**src/rtl/clk_div_mon_pkg.sv**
```systemverilog
// ============================================================================
// Module   : clk_div_mon_pkg
// Brief    : Shared types and helpers for the divided-clock monitor.
// Revision : 1.0 - initial release
// ============================================================================
`default_nettype none

package clk_div_mon_pkg;

    typedef enum logic [0:0] {
        SEEK = 1'b0,
        MEAS = 1'b1
    } mon_state_t;

    // Wide all-ones pattern; callers slice it down to their counter width.
    localparam logic [31:0] SAT_ALL_ONES = 32'hFFFF_FFFF;

    function automatic int unsigned exp_period(input int unsigned div);
        return 2 * div;
    endfunction

endpackage

`default_nettype wire

```
**src/rtl/dual_edge_sampler.sv**
```systemverilog
// ============================================================================
// Module   : dual_edge_sampler
// Brief    : Captures a signal on the falling clk edge and presents it with the
//            live value, giving an ordered pair of half-cycle samples.
// Revision : 1.0 - initial release
// ============================================================================
`default_nettype none

module dual_edge_sampler (
    input  logic clk,
    input  logic reset,
    input  logic din,
    output logic first,
    output logic second
);

    logic s_n;

    always_ff @(negedge clk) begin
        if (reset) begin
            s_n <= 1'b0;
        end else begin
            s_n <= din;
        end
    end

    assign first  = s_n;
    assign second = din;

endmodule

`default_nettype wire

```
**src/rtl/clk_div_monitor.sv**
```systemverilog
// ============================================================================
// Module   : clk_div_monitor
// Brief    : Measures period/high time of a divided clock in clk half-cycles,
//            flags ratio/duty errors, tracks lock and stuck conditions.
//            Define CLK_DIV_MON_DUTY_TOL_EN for a +/-1 half-cycle duty window.
// Revision : 1.0 - initial release
// ============================================================================
`default_nettype none

module clk_div_monitor
    import clk_div_mon_pkg::*;
#(
    parameter int unsigned DIV_EXP  = 3,
    parameter int unsigned CNT_W    = 8,
    parameter int unsigned LOCK_CNT = 4
) (
    input  logic             clk,
    input  logic             reset,
    input  logic             div_clk,
    output logic [CNT_W-1:0] period_hc,
    output logic [CNT_W-1:0] high_hc,
    output logic             meas_valid,
    output logic             ratio_ok,
    output logic             duty_ok,
    output logic             locked,
    output logic             stuck
);

    localparam int unsigned      LOCK_W   = $clog2(LOCK_CNT + 1);
    localparam logic [CNT_W-1:0] SAT      = SAT_ALL_ONES[CNT_W-1:0];
    localparam logic [CNT_W:0]   EXP_P    = (CNT_W+1)'(exp_period(DIV_EXP));
    localparam logic [LOCK_W-1:0] LOCK_MAX = LOCK_W'(LOCK_CNT);

    logic smp_a;
    logic smp_b;

    dual_edge_sampler u_sampler (
        .clk    (clk),
        .reset  (reset),
        .din    (div_clk),
        .first  (smp_a),
        .second (smp_b)
    );

    mon_state_t        state_q, state_d;
    logic              prev_q;
    logic [CNT_W-1:0]  hi_cnt, lo_cnt, hi_d, lo_d;
    logic [LOCK_W-1:0] lock_cnt, lock_d;
    logic [CNT_W-1:0]  hi_a, lo_a, hi_b, lo_b;
    logic [CNT_W-1:0]  meas_hi, meas_lo, meas_period;
    logic [CNT_W:0]    meas_sum, twice_hi, per_ext, duty_diff;
    logic              rise_a, rise_b, any_rise, do_meas, sat_hit;
    logic              ratio_d, duty_d, stuck_d;

    function automatic logic [CNT_W-1:0] sat_inc(input logic [CNT_W-1:0] v,
                                                input logic en);
        if (en && (v != SAT)) begin
            return v + CNT_W'(1);
        end
        return v;
    endfunction

    // The previous sample chains across the pair: prev_q -> smp_a -> smp_b.
    assign rise_a   = smp_a & ~prev_q;
    assign rise_b   = smp_b & ~smp_a;
    assign any_rise = rise_a | rise_b;
    assign do_meas  = any_rise && (state_q == MEAS);

    always_comb begin
        hi_a = sat_inc(hi_cnt, smp_a);
        lo_a = sat_inc(lo_cnt, ~smp_a);
        hi_b = sat_inc(hi_a, smp_b);
        lo_b = sat_inc(lo_a, ~smp_b);

        // A rise on the first sample closes the period before that sample.
        meas_hi = rise_a ? hi_cnt : hi_a;
        meas_lo = rise_a ? lo_cnt : lo_a;

        if (rise_a) begin
            hi_d = smp_b ? CNT_W'(2) : CNT_W'(1);
            lo_d = smp_b ? '0 : CNT_W'(1);
        end else if (rise_b) begin
            hi_d = CNT_W'(1);
            lo_d = '0;
        end else begin
            hi_d = hi_b;
            lo_d = lo_b;
        end

        sat_hit = !any_rise && ((hi_d == SAT) || (lo_d == SAT));

        meas_sum    = {1'b0, meas_hi} + {1'b0, meas_lo};
        meas_period = (meas_sum > {1'b0, SAT}) ? SAT : meas_sum[CNT_W-1:0];
        per_ext     = {1'b0, meas_period};
        twice_hi    = {meas_hi, 1'b0};
        duty_diff   = (twice_hi >= per_ext) ? (twice_hi - per_ext)
                                            : (per_ext - twice_hi);
        ratio_d     = (per_ext == EXP_P);
`ifdef CLK_DIV_MON_DUTY_TOL_EN
        duty_d      = (duty_diff <= (CNT_W+1)'(2));
`else
        duty_d      = (duty_diff == '0);
`endif

        lock_d = lock_cnt;
        if (sat_hit) begin
            lock_d = '0;
        end else if (do_meas) begin
            if (ratio_d && duty_d) begin
                lock_d = (lock_cnt == LOCK_MAX) ? lock_cnt : lock_cnt + LOCK_W'(1);
            end else begin
                lock_d = '0;
            end
        end

        stuck_d = stuck;
        if (any_rise) begin
            stuck_d = 1'b0;
        end else if (sat_hit) begin
            stuck_d = 1'b1;
        end
    end

    always_comb begin
        state_d = state_q;
        if (sat_hit) begin
            state_d = SEEK;
        end else if (any_rise) begin
            state_d = MEAS;
        end
    end

    always_ff @(posedge clk) begin
        if (reset) begin
            state_q <= SEEK;
        end else begin
            state_q <= state_d;
        end
    end

    always_ff @(posedge clk) begin
        if (reset) begin
            prev_q     <= 1'b1;
            hi_cnt     <= '0;
            lo_cnt     <= '0;
            lock_cnt   <= '0;
            period_hc  <= '0;
            high_hc    <= '0;
            meas_valid <= 1'b0;
            ratio_ok   <= 1'b0;
            duty_ok    <= 1'b0;
            locked     <= 1'b0;
            stuck      <= 1'b0;
        end else begin
            prev_q     <= smp_b;
            hi_cnt     <= hi_d;
            lo_cnt     <= lo_d;
            lock_cnt   <= lock_d;
            locked     <= (lock_d == LOCK_MAX);
            stuck      <= stuck_d;
            meas_valid <= do_meas;
            if (do_meas) begin
                period_hc <= meas_period;
                high_hc   <= meas_hi;
                ratio_ok  <= ratio_d;
                duty_ok   <= duty_d;
            end
        end
    end

endmodule

`default_nettype wire
```
**config.mk**
```make
export PLATFORM = sky130hd
export DESIGN_NAME = clk_div_monitor
export DESIGN_NICKNAME = d
export VERILOG_FILES = /design/src/rtl/clk_div_mon_pkg.sv /design/src/rtl/dual_edge_sampler.sv /design/src/rtl/clk_div_monitor.sv
export SDC_FILE = /design/constraint.sdc
export NUM_CORES = 1
export LEC_CHECK = 0
export ABC_AREA = 1
export ABC_CLOCK_PERIOD_IN_PS = 6900
export BUFFER_PORTS_ARGS = -buffer_cell sky130_fd_sc_hd__buf_2
export CAP_MARGIN = 40
export CORE_MARGIN = 2
export CORE_UTILIZATION = 64
export CTS_BUF_LIST = sky130_fd_sc_hd__clkbuf_8
export CTS_CLUSTER_DIAMETER = 50
export CTS_CLUSTER_SIZE = 8
export DETAILED_ROUTE_END_ITERATION = 12
export PLACE_DENSITY = 0.9
export SLEW_MARGIN = 20
export SYNTH_ARGS = -nofsm -noshare
export SYNTH_HDL_FRONTEND = slang
export SYNTH_SLANG_ARGS = --single-unit
```
**constraint.sdc**
```tcl
create_clock -name clk -period 6.9 [get_ports clk]
set_clock_uncertainty 0.05 [all_clocks]
set_input_delay 0.345 -clock clk [delete_from_list [all_inputs] [get_ports clk]]
set_output_delay 0.345 -clock clk [all_outputs]
set_load 0.02 [all_outputs]
```
==> impl_metrics.tcl, run 1 <==
set metrics [dict create \
    cts_root_buf "clkbuf_8" \
    cts_buffers 5 \
    netlist_area_sq_um 3760 \
    placed_area_sq_um 4783 \
    grt_overflow 31 \
    clockBufferDepth 2 \
    die_x_um 80.65 \
    rows 27 \
    synth-seq-cells 43 \
    cts_sinks 43 \
    yosysSeqAreaShare_pct 22.90 \
    first-error "[ERROR GRT-0116] Global routing finished with congestion. Check the congestion regions in the DRC Viewer." \
    routabilityCongestion 0.9713 \
    start_util_pct 67.45 \
    track_usage_pct 75.51 \
    io_pins 24 \
    portBuffers 23 \
    fp.dieH_um 80.65 \
    htree_levels 2 \
    grt_max_degree 26 \
    yosys_warnings 0 \
    stop_stage "global routing" \
    syn_area_per_cell_sq_um 6.405 \
    outcome "aborted with a tool error" \
    hpwl_mm 10.24 \
    grt_pass1_vias 6455 \
    syn_nets 619 \
    synthCells 587 \
    ys_types 45 \
    grt_pass1_wl_mm 36.51 \
    cts.hold.buffers_added 0 \
]
## cell families after synthesis
| family | count (synthesis) | share of synthesized area [%] |
|---|---|---|
| flip-flops | 43 | 22.90 |
| AO/OA/AOI/OAI | 83 | 13.38 |
| buffers and inverters | 116 | 11.68 |
| AND/OR/NAND/NOR | 297 | 37.37 |
| XOR/XNOR | 19 | 4.626 |
| adder cells (fa/ha/maj) | 29 | 10.05 |
## Yosys cell counts, drive strengths merged
cell type  number  area, sq um
o211ai         14        105.1
o21bai          1        7.510
fa              2        40.04
ha             27        337.8
dfxtp          43        860.8
nor2           77        324.1
clkbuf          6        22.52
a211oi          2        15.01
xnor2           3        26.28
nor3b           1        12.51
nand4           8        56.30
nor4            2        12.51
clkinv          2        7.510
inv           103        386.6
a21o            1        7.510
nor3           20        115.1
nand3          39        242.7
a31oi           1        6.260
o21a            1        7.510
o21ai          29        148.9
and2            1        6.260
or2             1        6.260
a21oi          32        190.2
o2111ai         1        8.760
o22ai           1        6.260
xor2           16        147.7
nand2         144        600.6
nor2b           1        6.260
buf             5        22.52
nand3b          3        22.52
## metrics by stage
stage	cells	worst slack, ns	hold WS (ns)	TNS, ns	utilization (%)
floorplan	587	-0.4099	0.3909	-1.653	-
global placement	761	-0.6014	0.3975	-2.749	85.81
CTS	794	-0.8124	0.4158	-3.789	95.26
detailed placement	761	-1.038	0.4305	-4.922	85.81
## routing by layer
| metal | GRT overflow | GRT usage, % |
|---|---|---|
| met1 | 0 | 75.50 |
| met2 | 15 | 92.58 |
| met3 | 0 | 56.52 |
| met4 | 16 | 78.98 |
| met5 | 0 | 24.55 |
## what timing repair did
action / CTS
hold endpoints to repair: 0
buffers inserted: 25
pin swaps: 35
gates resized for setup: 52
setup endpoints to repair: 5
==> run 2, diff against run 1 <==
- CORE_UTILIZATION: 64 -> 40
- CTS_BUF_LIST: sky130_fd_sc_hd__clkbuf_8 -> not set
- CTS_CLUSTER_DIAMETER: 50 -> not set
- CTS_CLUSTER_SIZE: 8 -> not set
- PLACE_DENSITY: 0.9 -> not set
- PLACE_DENSITY_LB_ADDON: not set -> 0.15
==> run 2 against run 1 <==
The flow now finishes, with violations (setup timing); synthesized area unchanged; synthesized cell count is the same.
==> impl_metrics.tcl, run 2 <==
set metrics [dict create \
    outcome "complete, but fails checks" \
    violations "setup timing" \
    finalMaxSlewViolations 0 \
    power.leakage_nw 2.752 \
    cap_violations 0 \
    post-synth-top-area-cell "dfxtp_1" \
    synth_edf_count 0 \
    synth-seq-cells 43 \
    wl_per_cell_um 13.43 \
    hp-class "in -> reg" \
    vdd_drop_max_mv 0.09088 \
    final_common_cell "buf_4" \
    syn2layout_area_growth_pct 44.13 \
    cts_sinks 43 \
    ys.flop_type "dfxtp_1" \
    yosys_warnings 0 \
    routed_wl_mm 11.24 \
    drt_iter0_drc 153 \
    yosysSeqAreaShare_pct 22.90 \
    clk_pin_slew_ns 0.09 \
    htree_levels 2 \
    core_area_sq_um 9196 \
    async_flop_share_pct 0 \
    grt_overflow 0 \
    detail_route.first_pass.iterations 5 \
    drcViolationCount 0 \
    portBuffers 23 \
    fillers 866 \
    ant_nets 0 \
    drive_gt1_share_pct 38.15 \
    routabilityCongestion 0.9126 \
    ys_types 45 \
    arrival_ns 7.78 \
    timing.final.ws_setup_ns -0.6784 \
    place_inst 807 \
    placed_area_sq_um 4885 \
    layout.nets 757 \
    grt_max_degree 23 \
    netlist_area_sq_um 3760 \
    cts_tree "done" \
    routed_via_density 4.952 \
    final_cell_mix "buf_4, nand2_1, inv_1, nor2_1, dfxtp_1" \
    hold_viol 0 \
    p_per_area_nw_per_um2 160.7 \
    die_area_sq_um 10190 \
    cts_root_buf "clkbuf_8" \
    die_x_um 101.0 \
    tightest_slew_ns 0.6705 \
    critPathRequiredTime_ns 7.10 \
    start_util_pct 40.88 \
    rsz0062_at_grt "true" \
    syn_area_per_cell_sq_um 6.405 \
    antenna_found_initial 0 \
    hpwl_mm 8.836 \
    critPathKind "reg -> reg" \
    dp_worst_setup_slack_ns -0.7818 \
    cts_buffers 5 \
    slowest_delay_ns 0.39 \
    grt_pass1_wl_mm 19.02 \
    worstPathMaxFanout 6 \
    rows 35 \
    synth_top_area_share_pct 22.90 \
    yosysMostFrequentCell "nand2_1" \
    netlist_top_cells_count "nand2_1, inv_1, nor2_1, dfxtp_1, nand3_1" \
    start_kind "flop" \
    slowest_stage "dfxtp_4" \
    grt_pass1_vias 4138 \
    final_cell_area_sq_um 5419 \
    finalNonFillerCells 837 \
    cp-end-kind "flop" \
    timing.slew.headroom_pct 55.25 \
    track_usage_pct 23.33 \
    setup_viol 5 \
    io_pins 24 \
    synthCells 587 \
    synth_area_leaders "dfxtp_1, nand2_1, inv_1, ha_1, nor2_1" \
    clk_latency_ns 0.36 \
    clockBufferDepth 2 \
    via_count 4145 \
    fp.dieH_um 101.0 \
    diodes 0 \
    syn_nets 619 \
]
==> run 2: final cells by class <==
type	instances	area, sq um	share of cell area [%]
sequential	43	864.6	15.95
clock buffer	5	68.82	1.270
tap	111	138.9	2.563
inverter	104	402.9	7.435
timing repair buffer	142	1012	18.68
multi-input combinational	428	2902	53.54
clock inverter	4	30.03	0.5541
==> run 2: critical path, delay by kind of cell (launching register included) <==
family                   cells  cell delay [ns]
flip-flops                   1             0.39
adder cells (fa/ha/maj)      3             0.85
buffers and inverters        4             0.23
AND/OR/NAND/NOR             16             1.58
XOR/XNOR                     1             0.19
AO/OA/AOI/OAI                5             0.70
==> run 2: through the flow <==
step	total power, mW	TNS [ns]	hold WS, ns	utilization [%]
after floorplan	0.5070	-1.653	0.3909	-
after global placement	0.6219	-3.587	0.3980	53.12
after detailed placement	0.6246	-3.680	0.4031	53.12
after CTS	0.8337	-2.754	0.3987	57.51
after global routing	0.9332	-5.244	0.4091	58.93
final	0.8711	-3.193	0.4036	58.93
==> run 2: path summary, 6_finish.rpt <==
kind,slack (ns),to,cells after the start,from
worst max-delay path,-0.68,locked,29,u_sampler.first
worst min-delay path,0.40,hi_cnt[5],2,reset
worst max register to register,-0.68,locked,29,u_sampler.first
worst min register to register,0.42,state_q,1,state_q
==> run 2: power by group <==
group	leakage [nW]	switching, mW	internal [mW]
combinational	2.35	0.240	0.183
sequential	0.351	0.00918	0.260
clock	0.0545	0.103	0.0754
total	2.75	0.353	0.518
==> run 2: repair_timing <==
item,CTS,global route
resized for setup,38,25
setup buffers,19,3
pin swaps,28,22
setup endpoints to repair,6,6
hold buffers,0,0
==> run 2: cell families after synthesis <==
kind of cell | after synthesis | share of synthesized area (%)
and+or+nand+nor | 297 | 37.37
buffers and inverters | 116 | 11.68
AOI/OAI and AO/OA | 83 | 13.38
DFF | 43 | 22.90
adders and majority gates | 29 | 10.05
xor gates and xnor gates | 19 | 4.626
==> run 2: routing by layer <==
layer,track usage [%],wire length (um)
met1,30.57,5319
met2,39.23,5276
met3,2.843,356
met4,8.732,290
met5,0,0
(Power assumes the default switching activity.)
